$ cat src/rtl/pkg_frame_defs.sv
// Shared definitions for the packet-store frame transmitter: FSM state
// encoding and the default framing constants.
package pkg_frame_defs;

  typedef enum logic [2:0] {
    IDLE,
    CAPTURE,
    HDR,
    LEN,
    PAYLOAD,
    CSUM
  } state_t;

  localparam logic [7:0] SOF_BYTE_DEFAULT = 8'hA5;
  localparam int         CSUM_WIDTH       = 8;

endpackage

$ cat src/rtl/pkg_frame_buf.sv
// Burst buffer: register-based simple dual-port RAM with synchronous write
// and asynchronous read, so the next payload word is ready in the same cycle.
module pkg_frame_buf #(
  parameter int DATA_WIDTH = 8,
  parameter int ADDR_WIDTH = 7
) (
  input  logic                  clk,
  input  logic                  wr_en,
  input  logic [ADDR_WIDTH-1:0] wr_addr,
  input  logic [DATA_WIDTH-1:0] wr_data,
  input  logic [ADDR_WIDTH-1:0] rd_addr,
  output logic [DATA_WIDTH-1:0] rd_data
);

  logic [DATA_WIDTH-1:0] mem [2**ADDR_WIDTH];

  always_ff @(posedge clk) begin
    if (wr_en) mem[wr_addr] <= wr_data;
  end

  assign rd_data = mem[rd_addr];

endmodule

$ cat src/rtl/pkg_frame_tx.sv
// Captures a non-stallable burst from the packet store and re-emits it as a
// SOF / LEN / payload / checksum frame over a valid/ready link.
module pkg_frame_tx
  import pkg_frame_defs::*;
#(
  parameter int                    DATA_WIDTH = CSUM_WIDTH,
  parameter int                    ADDR_WIDTH = 7,
  parameter logic [DATA_WIDTH-1:0] SOF_BYTE   = DATA_WIDTH'(SOF_BYTE_DEFAULT)
) (
  input  logic                  clk,
  input  logic                  rst_n,
  input  logic                  pkg_num_vld,
  input  logic [ADDR_WIDTH-1:0] pkg_num,
  input  logic [DATA_WIDTH-1:0] pkg_data,
  output logic [DATA_WIDTH-1:0] tx_data,
  output logic                  tx_valid,
  input  logic                  tx_ready,
  output logic                  tx_sof,
  output logic                  tx_eof,
  output logic                  busy,
  output logic                  err_drop
);

  state_t                state;
  logic                  vld_q;
  logic [ADDR_WIDTH-1:0] n_q;
  logic [ADDR_WIDTH-1:0] wr_cnt;
  logic [ADDR_WIDTH-1:0] rd_cnt;
  logic [DATA_WIDTH-1:0] csum_acc;

  logic                  start;
  logic                  hs;
  logic                  buf_we;
  logic [ADDR_WIDTH-1:0] buf_waddr;
  logic [DATA_WIDTH-1:0] buf_rdata;

  assign start = pkg_num_vld & ~vld_q;
  assign hs    = tx_valid & tx_ready;

  // Word 0 lands at the start edge itself, so the write port is open in IDLE too.
  assign buf_we    = ((state == IDLE) && start && (pkg_num != '0)) || (state == CAPTURE);
  assign buf_waddr = (state == CAPTURE) ? wr_cnt : '0;

  pkg_frame_buf #(
    .DATA_WIDTH (DATA_WIDTH),
    .ADDR_WIDTH (ADDR_WIDTH)
  ) u_buf (
    .clk     (clk),
    .wr_en   (buf_we),
    .wr_addr (buf_waddr),
    .wr_data (pkg_data),
    .rd_addr (rd_cnt),
    .rd_data (buf_rdata)
  );

  always_ff @(posedge clk or negedge rst_n) begin
    if (!rst_n) begin
      state    <= IDLE;
      vld_q    <= 1'b0;
      n_q      <= '0;
      wr_cnt   <= '0;
      rd_cnt   <= '0;
      csum_acc <= '0;
      tx_data  <= '0;
      tx_valid <= 1'b0;
      tx_sof   <= 1'b0;
      tx_eof   <= 1'b0;
      busy     <= 1'b0;
      err_drop <= 1'b0;
    end else begin
      vld_q    <= pkg_num_vld;
      err_drop <= start && (state != IDLE);

      case (state)
        IDLE: begin
          if (start) begin
            if (pkg_num == '0) begin
              err_drop <= 1'b1;
            end else begin
              n_q      <= pkg_num;
              wr_cnt   <= ADDR_WIDTH'(1);
              rd_cnt   <= '0;
              csum_acc <= DATA_WIDTH'(pkg_num) + pkg_data;
              busy     <= 1'b1;
              if (pkg_num == ADDR_WIDTH'(1)) begin
                state    <= HDR;
                tx_valid <= 1'b1;
                tx_data  <= SOF_BYTE;
                tx_sof   <= 1'b1;
              end else begin
                state <= CAPTURE;
              end
            end
          end
        end

        // The store cannot stall, so capture runs for exactly N words regardless of the link.
        CAPTURE: begin
          wr_cnt   <= wr_cnt + 1'b1;
          csum_acc <= csum_acc + pkg_data;
          if (wr_cnt == n_q - 1'b1) begin
            state    <= HDR;
            tx_valid <= 1'b1;
            tx_data  <= SOF_BYTE;
            tx_sof   <= 1'b1;
          end
        end

        HDR: begin
          if (hs) begin
            state   <= LEN;
            tx_sof  <= 1'b0;
            tx_data <= DATA_WIDTH'(n_q);
          end
        end

        LEN: begin
          if (hs) begin
            state   <= PAYLOAD;
            tx_data <= buf_rdata;
            rd_cnt  <= rd_cnt + 1'b1;
          end
        end

        // rd_cnt always points one word past the beat on the wire.
        PAYLOAD: begin
          if (hs) begin
            if (rd_cnt == n_q) begin
              state   <= CSUM;
              tx_data <= -csum_acc;
              tx_eof  <= 1'b1;
            end else begin
              tx_data <= buf_rdata;
              rd_cnt  <= rd_cnt + 1'b1;
            end
          end
        end

        CSUM: begin
          if (hs) begin
            state    <= IDLE;
            tx_valid <= 1'b0;
            tx_eof   <= 1'b0;
            tx_data  <= '0;
            busy     <= 1'b0;
          end
        end

        default: begin
          state    <= IDLE;
          tx_valid <= 1'b0;
          tx_sof   <= 1'b0;
          tx_eof   <= 1'b0;
          busy     <= 1'b0;
        end
      endcase
    end
  end

endmodule

$ cat config.mk
export PLATFORM = sky130hd
export DESIGN_NAME = pkg_frame_tx
export DESIGN_NICKNAME = d
export VERILOG_FILES = /design/src/rtl/pkg_frame_defs.sv /design/src/rtl/pkg_frame_buf.sv /design/src/rtl/pkg_frame_tx.sv
export SDC_FILE = /design/constraint.sdc
export NUM_CORES = 1
export LEC_CHECK = 0
export ABC_CLOCK_PERIOD_IN_PS = 3950
export CORE_MARGIN = 2
export CORE_UTILIZATION = 63
export CTS_CLUSTER_DIAMETER = 60
export DETAILED_ROUTE_END_ITERATION = 10
export GPL_TIMING_DRIVEN = 0
export PLACE_DENSITY = 0.79
export SKIP_CTS_REPAIR_TIMING = 1
export SYNTH_ARGS = -nofsm -noshare
export SYNTH_HDL_FRONTEND = slang
export SYNTH_SLANG_ARGS = --single-unit
$ cat constraint.sdc
create_clock -name clk -period 3.95 [get_ports clk]
set_input_delay 1.185 -clock clk [delete_from_list [all_inputs] [get_ports clk]]
set_output_delay 1.185 -clock clk [all_outputs]
set_load 0.02 [all_outputs]
==> summary.txt, run 1 <==
Timing
  • Crit share post-route: 1.042
  • Max Freq: 242.9 MHz
  • RSZ-0062 raised after global routing: yes
  • Setup TNS: -450.6 ps
  • Max Slew Vio Count: 0
  • Final WS setup: -167.7 ps
  • Slew @ Worst Pin: 1349 ps
  • Fin. Hold Viols: 0
  • Slew headroom: 0.1005
  • Final number of setup-violating endpoints: 4
  • Post-route clock skew: 33.82 ps
  • Final Critical Period: 4118 ps

Critical path
  • Crit end category: flop
  • Arr. time, crit path: 4660 ps
  • FF-to-FF setup slack: -170 ps
  • Most repeated library cell on the critical path: buf_2
  • Worst reg2reg startpoint: rd_cnt[1]$_DFFE_PN0P_
  • Crit path required time: 4490 ps
  • Worst path buffer plus inverter count: 4
  • Cells along the critical path: buf_2 -> clkbuf_4 -> buf_4 -> buf_2 -> mux4_2 -> mux2i_2 -> o21ai_0 -> a221oi_1 -> a211oi_1 -> o22a_1
  • Slowest cell on crit path: buf_2
  • Slowest cell delay on critical path: 560 ps
  • Startpoint type of the worst setup path: flop
  • Max FO, Critical Path: 10
  • CP delay by family, top: buffers and inverters
  • R2R cell count: 10
  • Reg-to-Reg End: tx_data[7]$_DFFE_PN0P_
  • Critical path class: reg -> reg

Floorplan
  • Die area: around 70000 sq um
  • Die Height: 265.1 um
  • Initial Util: 0.6382
  • Cell Rows: 95
  • Core Region: 67280 sq um
  • Die X-Extent: 265.1 um
  • Number of I/O pins: 32

Worst hold path
  • Hold path cells: 1
  • Hold Crit Class: reg -> reg
  • Hold Crit Start: tx_data[5]$_DFFE_PN0P_
  • Hold EP: tx_data[5]$_DFFE_PN0P_

Synthesis
  • Synth Cell Area: 42930 sq um
  • Avg Inst Size Synth: roughly 19 sq um
  • Post-synthesis sequential area ratio: 0.7430
  • Distinct cells, synth: about 70
  • Number of synthesized flops with an enable pin: just over 1000
  • Post-synthesis register bit count: 1070
  • Post-synth ARST share: 0.04299
  • Most used DFF post-synth: edfxtp_1
  • Syn. warnings: 0
  • Net Count, Synth: 2266
  • Syn Inst Count: 2235

Clock tree
  • CTS Buf Count: 104
  • CTS Root Cell: clkbuf_16
  • Clk buf depth: 3
  • CTS tree: done
  • Clock Latency Late Sink: 690 ps
  • Reg clk slew, reported paths: 60 ps
  • Clock sink count: 1070
  • H-tree depth: 3

Pwr
  • Power, Total: 32450 uW
  • Clock share of power: 0.297
  • Logic pwr share: 0.304
  • Maximum vdd drop: between 0.3 and 0.4 mV
  • Int Power: 21420 uW
  • Switching power: 11020 uW
  • PD cells: 674.5 nW/um^2
  • Leakage power: around 0.015 uW
  • Switching part of the total: 0.3397
  • Flop pwr share: 0.400

Route
  • DRT Pass-1 Iters: 7
  • DR vias/cell: 7.455
  • Remaining antenna violation count after routing: 0
  • Drt drc: 0
  • Routed WL: 133.6 mm
  • Number of DRC markers in iteration 0: 4924
  • Vias: between 20000 and 25000
  • WL/cell: approximately 40 um

GRT
  • GRT Total Usage: 0.3863
  • Largest net degree at the start of global routing: 97
  • GRT overflow: 0
  • First-pass GRT wire length: roughly 180 mm
  • Vias in the first global route: around 24000
  • Initial antenna violation count: 7

Placed design
  • Placed cell count: 3149
  • HPWL after detailed placement: 84.71 mm
  • Port Buffer Count: 31
  • GPL Wtd Cong: 1.010

Cells and area
  • Layout area overhead: 12.05%
  • Multi-input gate area: approximately 10000 sq um
  • Final core occ: 0.7151
  • Share of cells above drive strength 1: 0.2167
  • Fill count: ~4000
  • # nets final: ~2400
  • Register area: 31900 sq um
  • Finished Layout Cells: between 3000 and 4000

Run
  • Max-cap viol count: 0

Status
  • Failing checks: setup timing
  • Outcome: finished with violations
[cell usage in the layout (no fill, tap or decap), types with 13 or more instances in the layout]
| cell type | Yosys | final |
|---|---|---|
| clkdlybuf4s50_1 | 0 | 22 |
| clkbuf_4 | 0 | 13 |
| nor2_1 | 185 | 174 |
| xnor2_1 | 21 | 21 |
| clkinv_1 | 1 | 21 |
| clkbuf_16 | 0 | 105 |
| o21ai_0 | 26 | 25 |
| clkbuf_1 | 49 | 68 |
| buf_2 | 29 | 17 |
| nor3_1 | 17 | 16 |
| mux2i_1 | 88 | 87 |
| dfrtp_1 | 46 | 46 |
| inv_1 | 19 | 19 |
| clkbuf_2 | 0 | 15 |
| a22oi_1 | 38 | 38 |
| mux2_2 | 19 | 19 |
| buf_6 | 3 | 15 |
| edfxtp_1 | 1024 | 1024 |
| nand2_1 | 96 | 96 |
| mux4_2 | 239 | 239 |
| nor2b_1 | 16 | 15 |
| nand3_1 | 36 | 36 |
| a21oi_1 | 47 | 45 |
| xor2_1 | 13 | 13 |
| clkinv_2 | 0 | 13 |
| buf_4 | 31 | 34 |
[stage by stage]
stage | area (sq um) | hold WS [ps] | setup WS (ps)
after floorplan | 42930 | 525.5 | 827.2
after global placement | 44340 | 481.0 | -3041
after detailed placement | 44570 | 501.8 | -1174
after CTS | 47790 | 515.1 | -1122
after global routing | 48090 | 533.4 | -46.17
final | 48110 | 513.8 | -167.7
[power by group through the flow]
stage / registers (uW) / clock network [uW] / logic, uW
finish: 13000 / 9630 / 9850
global route: 13000 / 9990 / 9920
CTS: 13000 / 9580 / 9270
detailed placement: 13200 / 0 / 9170
global placement: 13200 / 0 / 9030
floorplan: 13200 / 0 / 5160
[kinds of logic (layout without fill, tap and decap cells)]
group,count (synthesis),in the layout,synth area share
other cells,0,6,0
mux,346,346,0.1509
fa+ha+maj,12,12,0.003672
simple gates,406,406,0.04179
xor+xnor,34,34,0.006936
flops,1070,1070,0.7430
buf+inv,144,378,0.01719
compound gates,223,223,0.03652
[final cells by class]
| cell class | instances | share of cell area |
|---|---|---|
| Sequential cell | 1070 | 0.6631 |
| Multi-Input combinational cell | 1021 | 0.2169 |
| Clock buffer | 141 | 0.05805 |
| Tap cell | 873 | 0.02271 |
| Buffer | 123 | 0.01631 |
| Timing Repair Buffer | 46 | 0.01196 |
| Clock inverter | 48 | 0.009051 |
| Inverter | 20 | 0.001561 |
| Antenna cell | 6 | 0.0003121 |
[worst max path at each step]
stage	from	to	depth (start not counted)
3_3_place_gp	pkg_data[2]	csum_acc[7]$_DFFE_PN0P_	8
5_1_grt	rd_cnt[0]$_DFFE_PN0P_	tx_data[3]$_DFFE_PN0P_	11
6_report	rd_cnt[1]$_DFFE_PN0P_	tx_data[7]$_DFFE_PN0P_	10
2_1_floorplan	pkg_num[1]	u_buf.mem[104][0]$_DFFE_PP_	7
4_1_cts	rd_cnt[1]$_DFFE_PN0P_	tx_data[3]$_DFFE_PN0P_	11
3_5_place_dp	pkg_num[1]	u_buf.mem[72][3]$_DFFE_PP_	8
[cell usage after synthesis, drive strengths merged, types with 5 or more instances]
cell	instances	area [sq um]
a41oi	8	70.07
o22ai	6	37.54
o22a	7	61.31
nor2	186	700.7
a211oi	11	82.58
edfxtp	1024	30750
a21oi	47	235.2
dfrtp	46	1151
nand4	8	50.05
mux2	19	214.0
nand3	36	180.2
inv	19	71.32
a22oi	38	285.3
nor2b	16	100.1
a21o	5	37.54
o21ai	26	130.1
a22o	6	52.55
a31oi	6	37.54
xor2	13	113.9
mux4	239	5383
or3	6	37.54
nor3b	5	37.54
xnor2	21	183.9
ha	11	137.6
nand2	96	360.4
nand2b	7	43.79
nor3	18	95.09
and2	9	56.31
o211ai	12	90.09
mux2i	88	880.8
a2111oi	6	52.55
o221ai	6	52.55
buf	75	479.2
a221oi	9	85.08
and3	6	37.54
clkbuf	49	183.9
[metal layers]
metal  up-vias  share of wire  global-route usage
li1       9413              -                   -
met1     12680           0.34              0.5277
met2      2410           0.44              0.5579
met3       451           0.15              0.1281
met5         -        0.00018                   0
met4         4          0.067              0.2150
[sequential cells by signal (all words and copies together), names as in the netlist, 3 cells and up]
name and flops:
u_buf.mem 1024, csum_acc 8, tx_data 8, n_q 7
rd_cnt 7, wr_cnt 7, state 3
Power figures use the tool's default switching activity.
==> run 2, diff against run 1 <==
--- a/config.mk
+++ b/config.mk
@@ -10,8 +10,9 @@
 export CORE_UTILIZATION = 63
 export CTS_CLUSTER_DIAMETER = 60
 export DETAILED_ROUTE_END_ITERATION = 10
+export DONT_BUFFER_PORTS = 1
 export GPL_TIMING_DRIVEN = 0
-export PLACE_DENSITY = 0.79
+export PLACE_DENSITY = 0.78
 export SKIP_CTS_REPAIR_TIMING = 1
 export SYNTH_ARGS = -nofsm -noshare
 export SYNTH_HDL_FRONTEND = slang
==> summary.txt, run 2 (synthesized netlist as in run 1, its figures left out) <==
Status
  • Outcome: finished with violations
  • Failing checks: setup timing

Cells and area
  • Layout area overhead: 11.42%
  • Fill count: 4020 (+1.5%)
  • Largest register FFs: 1024 (unchanged)
  • Share of cells above drive strength 1: 0.2149 (-0.001814)
  • Most common cell after layout, fill and taps aside: edfxtp_1
  • Top flop regs: u_buf.mem: 1024 flops, csum_acc: 8 flops, tx_data: 8 flops
  • Fin area: 47840 sq um (-0.56%)
  • Most flop-heavy register: u_buf.mem
  • Final core occ: 0.7110 (-0.004036)
  • Commonest non-fill, non-tap cells in the layout: edfxtp_1, mux4_2, nor2_1
  • # nets final: 2377 (-1.7%)

Timing
  • Min Hold Slack: 196.0 ps (-317.8 ps)
  • RSZ-0062 raised after global routing: yes
  • Final WS setup: -374.2 ps (-206.5 ps)
  • Max Freq: 231.3 MHz (-4.8%)
  • Final Critical Period: 4324 ps (+206.5 ps)
  • Slew headroom: 0.1098 (+0.009277)
  • Fin. Hold Viols: 0 (unchanged)
  • Post-route clock skew: 28.37 ps (-5.447 ps)
  • Crit share post-route: 1.095 (+0.05228)
  • Max Slew Vio Count: 0 (unchanged)
  • Final number of setup-violating endpoints: 6 (+2)
  • Slew @ Worst Pin: 1335 ps (-13.92 ps)

Route
  • DR vias/cell: 7.465 (+0.14%)
  • Number of DRC markers in iteration 0: 4595 (-6.7%)
  • WL/cell: 41.11 um (+3.1%)
  • DRT Pass-1 Iters: 8 (+1)
  • Drt drc: 0 (unchanged)
  • Remaining antenna violation count after routing: 0 (unchanged)
  • Vias: 24720 (-0.97%)
  • Routed WL: 136.1 mm (+1.9%)

Clock tree
  • Reg clk slew, reported paths: 60 ps (about the same)
  • H-tree depth: 3 (unchanged)
  • Clock sink count: 1070 (unchanged)
  • CTS Buf Count: 105 (+0.96%)
  • CTS Root Cell: clkbuf_16
  • Clock Latency Late Sink: 690 ps (about the same)
  • Clk buf depth: 3 (unchanged)
  • CTS tree: done

Placed design
  • Dpl ws: -1077 ps (+97.04 ps)
  • Port Buffer Count: 0 (-100%)
  • HPWL after detailed placement: 84.52 mm (-0.22%)
  • DP Area: 44030 sq um (-1.2%)
  • GPL Wtd Cong: 1.001 (-0.89%)

Pwr
  • Switching part of the total: 0.3362 (-0.003577)
  • Logic pwr share: 0.292 (-0.012)
  • Power, Total: 32890 uW (+1.4%)
  • PD cells: 687.6 nW/um^2 (+1.9%)
  • Switching power: 11060 uW (+0.31%)
  • Int Power: 21840 uW (+1.9%)
  • Leakage power: 0.01489 uW (-0.49%)
  • Flop pwr share: 0.396 (-0.004)
  • Clock share of power: 0.312 (+0.015)
  • Maximum vdd drop: 0.4625 mV (+30%)

Floorplan
  • Die X-Extent: 265.1 um (unchanged)
  • Cell Rows: 95 (unchanged)
  • Die area: 70250 sq um (unchanged)
  • Initial Util: 0.6382 (unchanged)
  • Die Height: 265.1 um (unchanged)
  • Number of I/O pins: 32 (unchanged)
  • Core Region: 67280 sq um (unchanged)

Run
  • Max-cap viol count: 0 (unchanged)

GRT
  • Initial antenna violation count: 6 (-1)
  • Vias in the first global route: 23860 (+0.46%)
  • GRT Total Usage: 0.3940 (+0.007701)
  • First-pass GRT wire length: 186.1 mm (+1.3%)
  • GRT overflow: 0 (unchanged)
  • Largest net degree at the start of global routing: 131 (+35%)

Critical path
  • Arr. time, crit path: 4920 ps (+260 ps)
  • Crit path required time: 4540 ps (+50 ps)
  • Crit end category: flop
  • Worst reg2reg startpoint: rd_cnt[2]$_DFFE_PN0P_
  • Critical path class: reg -> reg
  • Max FO, Critical Path: 10 (unchanged)
  • CP Launch Point: rd_cnt[2]$_DFFE_PN0P_
  • FF-to-FF setup slack: -370 ps (-210 ps)
  • Startpoint type of the worst setup path: flop

Worst hold path
  • Hold Crit Class: in -> async
[run 2: layout make-up]
cell class / instances / area (sq um) / area share
Buffer: 124 / 803.3 / 0.01679
Sequential cell: 1070 / 31900 / 0.6669
Tap cell: 873 / 1092 / 0.02283
Clock inverter: 67 / 739.5 / 0.01546
Timing Repair Buffer: 4 / 37.54 / 0.0007847
Inverter: 20 / 75.07 / 0.001569
Antenna cell: 4 / 10.01 / 0.0002092
Multi-Input combinational cell: 1021 / 10400 / 0.2174
Clock buffer: 128 / 2778 / 0.05807
[run 2: worst max-delay path: stages, from the launching register on]
cell and delay, ps:
dfrtp_1 320, buf_2 400, buf_2 670, and2_1 240, buf_1 980, a22oi_1 420, a21oi_1 440, o21ai_0 280
nand4_1 300, o2bb2ai_1 150
[run 2: through the flow]
stage               instances  setup TNS [ps]
floorplan                2235               0
global placement         3108          -83560
detailed placement       3108          -93880
CTS                      3303          -34500
global route             3307          -320.3
finish                   3311           -1101
[run 2: worst paths after layout]
| path | endpoint | depth (start not counted) |
|---|---|---|
| setup / recovery | tx_data[3]$_DFFE_PN0P_ | 9 |
| hold / removal | csum_acc[3]$_DFFE_PN0P_ | 0 |
| setup reg to reg | tx_data[3]$_DFFE_PN0P_ | 9 |
| hold reg to reg | err_drop$_DFF_PN0_ | 2 |
| max in group asynchronous | wr_cnt[5]$_DFFE_PN0P_ | 0 |
| min in group clk | vld_q$_DFF_PN0_ | 0 |
[run 2: metal layers]
metal  track usage  part of all wire
met4        0.2136             0.061
met2        0.5789              0.45
met1        0.5250              0.34
met5      0.001386           0.00087
met3        0.1385              0.15
[run 2: power by group through the flow]
stage	combinational, uW	sequential (uW)	clock, uW
after floorplan	5160	13200	0
after global placement	8840	13200	0
after detailed placement	8920	13300	0
after CTS	9000	13000	10200
after global routing	9620	13100	10600
final	9610	13000	10300
